### config.mk
export PLATFORM = sky130hd
export DESIGN_NAME = lsu_addr_queue_flat
export DESIGN_NICKNAME = d
export VERILOG_FILES = /design/src/rtl/lsu_addr_queue_if.sv /design/src/rtl/lsu_addr_queue.sv /design/src/flat_wrapper.sv
export SDC_FILE = /design/constraint.sdc
export NUM_CORES = 1
export LEC_CHECK = 0
export CORE_ASPECT_RATIO = 0.6
export CORE_MARGIN = 1
export CORE_UTILIZATION = 45
export CTS_CLUSTER_DIAMETER = 50
export CTS_CLUSTER_SIZE = 30
export DETAILED_ROUTE_END_ITERATION = 6
export PLACE_DENSITY = 0.69
export SYNTH_ARGS = -nofsm -noshare
export SYNTH_HDL_FRONTEND = slang
export SYNTH_SLANG_ARGS = --single-unit
### constraint.sdc
create_clock -name clk -period 3.8 [get_ports clk]
set_input_delay 0.57 -clock clk [delete_from_list [all_inputs] [get_ports clk]]
set_output_delay 0.57 -clock clk [all_outputs]
set_load 0.01 [all_outputs]
### src/rtl/lsu_addr_queue_if.sv
// AGU-side enqueue, data-cache request/response and ROB writeback signals of the
// load/store address queue.
interface lsu_addr_queue_if;
  logic        agu_valid;
  logic        agu_ready;
  logic [31:0] agu_addr;
  logic        agu_is_store;
  logic [1:0]  agu_size;
  logic        agu_unsigned;
  logic [31:0] agu_wdata;
  logic [5:0]  agu_rob_tag;

  logic        flush;

  logic        dc_req_valid;
  logic        dc_req_ready;
  logic [31:0] dc_req_addr;
  logic        dc_req_we;
  logic [3:0]  dc_req_be;
  logic [31:0] dc_req_wdata;

  logic        dc_resp_valid;
  logic [31:0] dc_resp_rdata;

  logic        wb_valid;
  logic [5:0]  wb_rob_tag;
  logic [31:0] wb_data;
  logic        wb_exc;

  // The queue itself.
  modport master (
    input  agu_valid, agu_addr, agu_is_store, agu_size, agu_unsigned,
           agu_wdata, agu_rob_tag, flush, dc_req_ready, dc_resp_valid,
           dc_resp_rdata,
    output agu_ready, dc_req_valid, dc_req_addr, dc_req_we, dc_req_be,
           dc_req_wdata, wb_valid, wb_rob_tag, wb_data, wb_exc
  );

  // The surrounding pipeline, cache and ROB.
  modport slave (
    output agu_valid, agu_addr, agu_is_store, agu_size, agu_unsigned,
           agu_wdata, agu_rob_tag, flush, dc_req_ready, dc_resp_valid,
           dc_resp_rdata,
    input  agu_ready, dc_req_valid, dc_req_addr, dc_req_we, dc_req_be,
           dc_req_wdata, wb_valid, wb_rob_tag, wb_data, wb_exc
  );
endinterface

### src/rtl/lsu_addr_queue.sv
// In-order load/store address queue: one op at a time goes to the data cache,
// misaligned or illegal-size ops complete with an exception and no cache access.
module lsu_addr_queue #(
  parameter int unsigned DEPTH = 4
) (
  input logic              clk,
  input logic              rst,
  lsu_addr_queue_if.master bus
);

  localparam int unsigned PTR_W = (DEPTH > 1) ? $clog2(DEPTH) : 1;
  localparam int unsigned CNT_W = PTR_W + 1;
  localparam logic [PTR_W-1:0] PTR_ONE = PTR_W'(1);
  localparam logic [CNT_W-1:0] CNT_ONE = CNT_W'(1);
  localparam logic [CNT_W-1:0] CNT_MAX = CNT_W'(DEPTH);

  typedef enum logic [1:0] {IDLE, REQ, WAIT, EXC} state_e;

  state_e           state_q, state_d;
  logic [PTR_W-1:0] head_q, head_d, tail_q, tail_d;
  logic [CNT_W-1:0] count_q, count_d;
  logic             kill_q, kill_d;

  logic [31:0] addr_q   [DEPTH];
  logic        store_q  [DEPTH];
  logic [1:0]  size_q   [DEPTH];
  logic        uns_q    [DEPTH];
  logic [31:0] wdata_q  [DEPTH];
  logic [5:0]  tag_q    [DEPTH];

  logic [31:0] h_addr;
  logic        h_store;
  logic [1:0]  h_size;
  logic        h_uns;
  logic [31:0] h_wdata;
  logic [5:0]  h_tag;
  logic [1:0]  h_off;
  logic        h_mis;

  logic        enq, deq;
  logic        req_valid, wb_valid, wb_exc;
  logic [31:0] shifted, load_data;
  logic [3:0]  be;

  // ---------------------------------------------------------------- head entry
  always_comb begin
    h_addr  = addr_q[head_q];
    h_store = store_q[head_q];
    h_size  = size_q[head_q];
    h_uns   = uns_q[head_q];
    h_wdata = wdata_q[head_q];
    h_tag   = tag_q[head_q];
    h_off   = h_addr[1:0];
    h_mis   = (h_size == 2'd3)
           || ((h_size == 2'd1) && h_off[0])
           || ((h_size == 2'd2) && (h_off != 2'b00));
  end

  // ---------------------------------------------------------------- queue
  assign bus.agu_ready = (count_q < CNT_MAX);
  assign enq = bus.agu_valid && bus.agu_ready && !bus.flush;
  assign deq = ((state_q == WAIT) && bus.dc_resp_valid) || (state_q == EXC);

  always_ff @(posedge clk) begin
    if (enq) begin
      addr_q[tail_q]  <= bus.agu_addr;
      store_q[tail_q] <= bus.agu_is_store;
      size_q[tail_q]  <= bus.agu_size;
      uns_q[tail_q]   <= bus.agu_unsigned;
      wdata_q[tail_q] <= bus.agu_wdata;
      tag_q[tail_q]   <= bus.agu_rob_tag;
    end
  end

  // A flush while waiting on the cache keeps only the in-flight head so its
  // response can still be consumed; every other flush empties the queue.
  always_comb begin
    head_d  = head_q;
    tail_d  = tail_q;
    count_d = count_q;
    if (bus.flush) begin
      if ((state_q == WAIT) && !bus.dc_resp_valid) begin
        tail_d  = head_q + PTR_ONE;
        count_d = CNT_ONE;
      end else begin
        head_d  = '0;
        tail_d  = '0;
        count_d = '0;
      end
    end else begin
      if (enq) tail_d = tail_q + PTR_ONE;
      if (deq) head_d = head_q + PTR_ONE;
      case ({enq, deq})
        2'b10:   count_d = count_q + CNT_ONE;
        2'b01:   count_d = count_q - CNT_ONE;
        default: count_d = count_q;
      endcase
    end
  end

  always_comb begin
    kill_d = 1'b0;
    if (state_q == WAIT) begin
      kill_d = kill_q;
      if (bus.dc_resp_valid) kill_d = 1'b0;
      else if (bus.flush)    kill_d = 1'b1;
    end
  end

  always_ff @(posedge clk or posedge rst) begin
    if (rst) begin
      head_q  <= '0;
      tail_q  <= '0;
      count_q <= '0;
      kill_q  <= 1'b0;
    end else begin
      head_q  <= head_d;
      tail_q  <= tail_d;
      count_q <= count_d;
      kill_q  <= kill_d;
    end
  end

  // ---------------------------------------------------------------- FSM
  always_ff @(posedge clk or posedge rst) begin
    if (rst) state_q <= IDLE;
    else     state_q <= state_d;
  end

  always_comb begin
    state_d = state_q;
    case (state_q)
      IDLE:    if (!bus.flush && (count_q != '0)) state_d = h_mis ? EXC : REQ;
      REQ:     if (bus.flush) state_d = IDLE;
               else if (bus.dc_req_ready) state_d = WAIT;
      WAIT:    if (bus.dc_resp_valid) state_d = IDLE;
      EXC:     state_d = IDLE;
      default: state_d = IDLE;
    endcase
  end

  // A flushed request drops in the same cycle so the cache can never grant it.
  always_comb begin
    req_valid = 1'b0;
    wb_valid  = 1'b0;
    wb_exc    = 1'b0;
    case (state_q)
      REQ:  req_valid = !bus.flush;
      WAIT: wb_valid  = bus.dc_resp_valid && !bus.flush && !kill_q;
      EXC: begin
        wb_valid = !bus.flush;
        wb_exc   = !bus.flush;
      end
      default: ;
    endcase
  end

  // ---------------------------------------------------------------- datapath
  always_comb begin
    case (h_size)
      2'd0:    be = 4'b0001 << h_off;
      2'd1:    be = 4'b0011 << h_off;
      default: be = 4'b1111;
    endcase
  end

  always_comb begin
    shifted = bus.dc_resp_rdata >> {h_off, 3'b000};
    case (h_size)
      2'd0:    load_data = h_uns ? {24'h0, shifted[7:0]}
                                 : {{24{shifted[7]}}, shifted[7:0]};
      2'd1:    load_data = h_uns ? {16'h0, shifted[15:0]}
                                 : {{16{shifted[15]}}, shifted[15:0]};
      default: load_data = shifted;
    endcase
  end

  assign bus.dc_req_valid = req_valid;
  assign bus.dc_req_addr  = req_valid ? {h_addr[31:2], 2'b00} : '0;
  assign bus.dc_req_we    = req_valid && h_store;
  assign bus.dc_req_be    = req_valid ? be : '0;
  assign bus.dc_req_wdata = req_valid ? (h_wdata << {h_off, 3'b000}) : '0;

  assign bus.wb_valid   = wb_valid;
  assign bus.wb_exc     = wb_exc;
  assign bus.wb_rob_tag = wb_valid ? h_tag : '0;
  assign bus.wb_data    = (wb_valid && !wb_exc && !h_store) ? load_data : '0;

endmodule

### src/flat_wrapper.sv
// flat-port wrapper written by rule: the top's interface ports become plain ports
module lsu_addr_queue_flat 
#(
  parameter int unsigned DEPTH = 4
)
  (clk, rst, bus_agu_valid, bus_agu_addr, bus_agu_is_store, bus_agu_size, bus_agu_unsigned, bus_agu_wdata, bus_agu_rob_tag, bus_flush, bus_dc_req_ready, bus_dc_resp_valid, bus_dc_resp_rdata, bus_agu_ready, bus_dc_req_valid, bus_dc_req_addr, bus_dc_req_we, bus_dc_req_be, bus_dc_req_wdata, bus_wb_valid, bus_wb_rob_tag, bus_wb_data, bus_wb_exc);
  lsu_addr_queue_if bus_i ();
  input logic clk;
  input logic rst;
  input wire logic [$bits(bus_i.agu_valid)-1:0] bus_agu_valid;
  input wire logic [$bits(bus_i.agu_addr)-1:0] bus_agu_addr;
  input wire logic [$bits(bus_i.agu_is_store)-1:0] bus_agu_is_store;
  input wire logic [$bits(bus_i.agu_size)-1:0] bus_agu_size;
  input wire logic [$bits(bus_i.agu_unsigned)-1:0] bus_agu_unsigned;
  input wire logic [$bits(bus_i.agu_wdata)-1:0] bus_agu_wdata;
  input wire logic [$bits(bus_i.agu_rob_tag)-1:0] bus_agu_rob_tag;
  input wire logic [$bits(bus_i.flush)-1:0] bus_flush;
  input wire logic [$bits(bus_i.dc_req_ready)-1:0] bus_dc_req_ready;
  input wire logic [$bits(bus_i.dc_resp_valid)-1:0] bus_dc_resp_valid;
  input wire logic [$bits(bus_i.dc_resp_rdata)-1:0] bus_dc_resp_rdata;
  output wire logic [$bits(bus_i.agu_ready)-1:0] bus_agu_ready;
  output wire logic [$bits(bus_i.dc_req_valid)-1:0] bus_dc_req_valid;
  output wire logic [$bits(bus_i.dc_req_addr)-1:0] bus_dc_req_addr;
  output wire logic [$bits(bus_i.dc_req_we)-1:0] bus_dc_req_we;
  output wire logic [$bits(bus_i.dc_req_be)-1:0] bus_dc_req_be;
  output wire logic [$bits(bus_i.dc_req_wdata)-1:0] bus_dc_req_wdata;
  output wire logic [$bits(bus_i.wb_valid)-1:0] bus_wb_valid;
  output wire logic [$bits(bus_i.wb_rob_tag)-1:0] bus_wb_rob_tag;
  output wire logic [$bits(bus_i.wb_data)-1:0] bus_wb_data;
  output wire logic [$bits(bus_i.wb_exc)-1:0] bus_wb_exc;
  assign bus_i.agu_valid = bus_agu_valid;
  assign bus_i.agu_addr = bus_agu_addr;
  assign bus_i.agu_is_store = bus_agu_is_store;
  assign bus_i.agu_size = bus_agu_size;
  assign bus_i.agu_unsigned = bus_agu_unsigned;
  assign bus_i.agu_wdata = bus_agu_wdata;
  assign bus_i.agu_rob_tag = bus_agu_rob_tag;
  assign bus_i.flush = bus_flush;
  assign bus_i.dc_req_ready = bus_dc_req_ready;
  assign bus_i.dc_resp_valid = bus_dc_resp_valid;
  assign bus_i.dc_resp_rdata = bus_dc_resp_rdata;
  assign bus_agu_ready = bus_i.agu_ready;
  assign bus_dc_req_valid = bus_i.dc_req_valid;
  assign bus_dc_req_addr = bus_i.dc_req_addr;
  assign bus_dc_req_we = bus_i.dc_req_we;
  assign bus_dc_req_be = bus_i.dc_req_be;
  assign bus_dc_req_wdata = bus_i.dc_req_wdata;
  assign bus_wb_valid = bus_i.wb_valid;
  assign bus_wb_rob_tag = bus_i.wb_rob_tag;
  assign bus_wb_data = bus_i.wb_data;
  assign bus_wb_exc = bus_i.wb_exc;
  lsu_addr_queue #(.DEPTH(DEPTH)) u_core (.clk(clk), .rst(rst), .bus(bus_i));
endmodule
==> metrics.txt, run 1 <==
run status finished, final reports clean; Tcrit/Tclk final 0.968; Remaining Overflow, GRT 0; Final ANT Viol Nets 0; worst hold path type primary input to asynchronous set/reset pin; I/O Buffers 220; top cells by count, synth edfxtp_1, mux4_2, and2_1, a211oi_1, nor2_1; switching power total 2830 uW; Bufs on Longest Clock Path 3; WL final 30.9 mm; first-pass GRT wire length 46.6 mm; Area Growth Syn to Fin 29.1%; Yosys cell types 48; via count 7,660; DRC Markers 0; synth top area cells edfxtp_1, mux4_2, and2_1; chip height 135 um; share of layout cells above drive strength 1 0.198; Rel. slew slack 0.577; Fillers 2,162; pin count of the biggest net entering global routing 51; cell count after synthesis 732; number of global-route vias before repair 7,749; Nets 1,084; combinational share of power 0.301; Crit Path Category flip-flop to output pin; clk slew on worst S/H paths 0.08 ns; ys flop type edfxtp_1; FP Rows 48; crit path time final 3.68 ns; I/O pin count 223; max-slew violation count 0; routed vias/inst 5.64; Synth Register Bits 306; Max H-tree Level 1; most common cell in the netlist edfxtp_1; Sw Share 0.300; pre-CTS WS 0.241 ns; WP data arrival 3.11 ns; CTS root buf clkbuf_16; Power, Total 9420 uW; Max Cap Viol 0; die area 30,000 sq um; Post-synth EDFFs 296; Tightest Pin Transition 0.633 ns; RePlAce Congestion 0.833; Critical Path Source Type flip-flop; TNS Setup 0 ns; Synth area leader edfxtp_1; clk sinks 306; power share of the sequential group 0.428; Worst Path Required 3.23 ns; VDD IR max 305 uV; CTS buffer count 21; DP Wirelength 20.1 mm; Core Region 28,800 sq um; DR iter-0 viols 660; yosys synthesis warning count 0; top-area cell type share of the netlist area 0.675; worst setup margin 0.123 ns; hold_buf cts 0; PD cells 554 nW/um^2; GR Util All Layers 0.205; clock network power share 0.272; drt wl/cell 22.7 um; leakage 0.00599 uW; crit-path max FO 30; Setup crit end kind output pin; internal power 6590 uW; initial antenna violation count 5; Die X 223 um; Avg Cell Area, Syn 18.0 sq um; Final Hold Vio Count 0; initial core utilization 0.458; # setup viols final 0; RSZ-0062 raised after global routing yes; Max Freq 272 MHz; ys async rst share 0.0327; First-pass DRT Iterations 5; Seq/Total Area, Yosys 0.694; Final Skew 0.0326 ns; CTS tree done; mapped cell area 13,200 sq um; Worst-Skew Late Latency 0.54 ns
[cell type report]
type | count | area, sq um | area share
clock inverters | 16 | 260 | 0.0153
inverters | 6 | 22.5 | 0.00132
flip-flops and latches | 306 | 9150 | 0.538
clock buffers | 21 | 526 | 0.0309
diodes | 2 | 5.00 | 0.000294
repair buffers | 259 | 2670 | 0.157
multi-input cells | 373 | 3910 | 0.230
well taps | 375 | 469 | 0.0276
[power by group through the flow]
stage / clock (uW) / combinational, uW / sequential [uW]
2_1_floorplan: 0 / 1770 / 4060
3_3_place_gp: 0 / 2670 / 4100
3_5_place_dp: 0 / 2680 / 4110
4_1_cts: 2630 / 2800 / 4030
5_1_grt: 2750 / 3030 / 4050
6_report: 2560 / 2830 / 4030
[state kept, by name (all words and copies together), names as in the netlist]
signal and cells:
u_core.head_q 2, u_core.count_q 3, u_core.tail_q 2, u_core.uns_q 4
u_core.addr_q 128, u_core.wdata_q 128, u_core.tag_q 24, u_core.size_q 8
u_core.store_q 4, u_core.state_q 2, u_core.kill_q 1
[per-stage QoR]
step / utilization / std cells / hold WS (ns) / area, sq um
2_1_floorplan: - / 733 / 0.410 / 13200
3_3_place_gp: 0.553 / 1307 / 0.468 / 15900
3_5_place_dp: 0.553 / 1307 / 0.476 / 15900
4_1_cts: 0.586 / 1351 / 0.334 / 16900
5_1_grt: 0.591 / 1357 / 0.381 / 17000
6_report: 0.591 / 1358 / 0.352 / 17000
[what timing repair did]
action,in CTS,in global routing
gates cloned,2,1
resized for setup,16,34
setup buffers,5,4
setup endpoints to repair,53,47
pin swaps,5,0
[cells in the final DEF (no fill, tap or decap), types with 9 or more instances in the layout]
cell type / count
edfxtp_1: 296
clkdlybuf4s50_1: 188
mux4_2: 75
and2_1: 41
a211oi_1: 30
nor2_1: 29
dlymetal6s2s_1: 27
buf_4: 27
nand2_1: 23
clkbuf_16: 21
nor2b_1: 20
mux2i_1: 19
mux2_2: 17
a21oi_1: 12
nor3_1: 11
o211ai_1: 10
o21ai_0: 9
[critical path, stage by stage (launching register included)]
cell	delay [ns]
dfrtp_4	0.47
mux4_4	0.77
buf_12	0.23
nor2b_1	0.13
a211oi_1	0.06
a211oi_1	0.30
clkdlybuf4s50_1	0.60
[cell families (layout without fill, tap and decap cells)]
family	count (synthesis)	after routing	share of synthesized area
flops	306	306	0.694
simple gates	162	162	0.0682
xor+xnor	4	4	0.00266
other cells	1	4	0.000285
fa+ha+maj	5	5	0.00532
mux	113	115	0.159
compound gates	84	85	0.0493
buf+inv	57	302	0.0217
[metal layers]
layer | vias up | track usage | share of wire
met2 | 264 | 0.317 | 0.46
met4 | 2 | 0.0433 | 0.014
met1 | 3921 | 0.298 | 0.45
met5 | - | 0 | 0.00036
met3 | 35 | 0.0507 | 0.071
li1 | 3438 | - | -
[final timing paths]
kind / cells after the start / to / startpoint / slack, ns
max in group asynchronous: 2 / u_core.head_q[0] / rst / 3.11
min in group clk: 2 / u_core.kill_q / u_core.kill_q / 0.50
worst min register to register: 2 / u_core.kill_q / u_core.kill_q / 0.50
worst max register to register: 8 / u_core.count_q[2] / u_core.count_q[2] / 1.39
worst min-delay path: 2 / u_core.tail_q[1] / rst / 0.35
worst max-delay path: 6 / bus_dc_req_wdata[27] / u_core.head_q[0] / 0.12
(Power assumes the default switching activity.)
==> run 2: changes to the inputs <==
Settings changed: GPL_TIMING_DRIVEN set to 0.
==> metrics.txt, run 2 (synthesized netlist as in run 1, its figures left out) <==
run status finished, final reports clean; VDD IR max 320 uV (+4.9%); Max H-tree Level 1 (unchanged); chip height 135 um (unchanged); slowest CP cell mux4_2; Nets 1,109 (+2.3%); share of layout cells above drive strength 1 0.217 (+0.0191); clk slew on worst S/H paths 0.08 ns (about the same); Final ANT Viol Nets 0 (unchanged); I/O Buffers 220 (unchanged); Core Region 28,800 sq um (unchanged); Bufs on Longest Clock Path 3 (unchanged); Final Skew 0.0432 ns (+0.0106 ns); max-slew violation count 0 (unchanged); Slowest Stage Delay on Critical Path 0.59 ns (-0.18 ns); FP Rows 48 (unchanged); clk sinks 306 (unchanged); WL final 32.1 mm (+4.1%); Tcrit/Tclk final 0.976 (+0.00826); Area Growth Syn to Fin 30.1%; RePlAce Congestion 0.824 (-1.1%); CTS tree done; Remaining Overflow, GRT 0 (unchanged); Worst-Skew Late Latency 0.56 ns (+0.02 ns); Buf+Inv Stages, Crit Path 3 (+1); Rel. slew slack 0.544 (-0.0327); initial antenna violation count 5 (unchanged); first-pass GRT wire length 48.1 mm (+3.1%); clock network power share 0.288 (+0.016); Worst Path Required 3.23 ns (about the same); GR Util All Layers 0.214 (+0.00899); WP data arrival 3.14 ns (+0.03 ns); Critical Path Source Type flip-flop; DRC Markers 0 (unchanged); pin count of the biggest net entering global routing 57 (+12%); power share of the sequential group 0.411 (-0.017); worst hold path type primary input to asynchronous set/reset pin; commonest cells after routing, fill and taps aside edfxtp_1, clkdlybuf4s50_1, mux4_2; leakage 0.00612 uW (+2.2%); crit path time final 3.71 ns (+0.0314 ns); pre-CTS WS 0.0176 ns (-0.223 ns); DP Wirelength 22.2 mm (+10%); Die X 223 um (unchanged); most common cell after layout, fill and taps aside edfxtp_1; routed vias/inst 5.71 (+1.3%); Max Cap Viol 0 (unchanged); TNS Setup 0 ns (unchanged); Setup crit end kind output pin; Final Hold Vio Count 0 (unchanged); initial core utilization 0.458 (unchanged); crit-path max FO 9 (-70%); Crit Path Category flip-flop to output pin; # setup viols final 0 (unchanged); via count 7,922 (+3.4%); switching power total 3030 uW (+7.1%); internal power 6670 uW (+1.2%); Worst path top cell family by delay multiplexers; I/O pin count 223 (unchanged); RSZ-0062 raised after global routing yes; DR iter-0 viols 736 (+12%); PD cells 566 nW/um^2 (+2.2%); critical-path cell list buf_8 -> mux4_2 -> buf_12 -> mux2_2 -> a221oi_4 -> nor3_1 -> clkdlybuf4s50_1; combinational share of power 0.301 (about the same); die area 30,000 sq um (unchanged); drt wl/cell 23.2 um (+1.9%); hold_buf cts 0 (unchanged); CTS buffer count 25 (+19%); number of global-route vias before repair 7,770 (+0.27%); CTS root buf clkbuf_16; worst setup margin 0.0914 ns (-0.0314 ns); First-pass DRT Iterations 7 (+2); Regs by FF count u_core.addr_q: 128 flops, u_core.wdata_q: 128 flops, u_core.tag_q: 24 flops; Sw Share 0.312 (+0.0122); Max Freq 270 MHz (-0.85%); Tightest Pin Transition 0.683 ns (+0.0504 ns)
[run 2: layer usage]
layer  up-vias  GRT usage  routed length [um]
li1       3477          -                   -
met1      4091      0.321               14900
met2       312      0.326               14500
met3        38     0.0513                2330
met4         4     0.0349                 407
met5         -          0                  24
[run 2: what timing repair did]
item,CTS,global route
pin swaps,4,1
setup buffers,7,2
resized for setup,54,48
gates cloned,0,0
setup endpoints to repair,97,72
[run 2: area by class of cell]
type | instances | area, sq um
fillers | 2138 | 11600
flip-flops and latches | 306 | 9140
multi-input cells | 370 | 3830
repair buffers | 233 | 2420
clock buffers | 25 | 626
well taps | 375 | 469
plain buffers | 50 | 324
clock inverters | 20 | 300
inverters | 6 | 22.5
diodes | 2 | 5.00
[run 2: final timing paths]
kind	endpoint	slack, ns	cells after the start	from
setup / recovery	bus_wb_data[9]	0.09	7	u_core.head_q[0]
hold / removal	u_core.kill_q	0.33	2	rst
setup reg to reg	u_core.wdata_q[0][24]	1.22	4	u_core.count_q[2]
hold reg to reg	u_core.kill_q	0.53	2	u_core.kill_q
max in group asynchronous	u_core.state_q[0]	3.17	2	rst
min in group clk	u_core.kill_q	0.53	2	u_core.kill_q
[run 2: through the flow]
stage | power [uW] | util | instance area (sq um) | hold WS, ns | cells
2_1_floorplan | 5840 | - | 13200 | 0.410 | 733
3_3_place_gp | 6840 | 0.551 | 15800 | 0.468 | 1328
3_5_place_dp | 6860 | 0.555 | 16000 | 0.498 | 1332
4_1_cts | 9730 | 0.591 | 17000 | 0.333 | 1383
5_1_grt | 10100 | 0.596 | 17100 | 0.353 | 1386
6_report | 9700 | 0.596 | 17100 | 0.330 | 1387
[run 2: power by group through the flow]
stage	sequential [uW]	combinational (uW)	clock, uW
after floorplan	4060	1770	0
after global placement	4090	2750	0
after detailed placement	4060	2800	0
after CTS	3990	2890	2850
after global routing	4000	3130	2970
final	3990	2920	2800
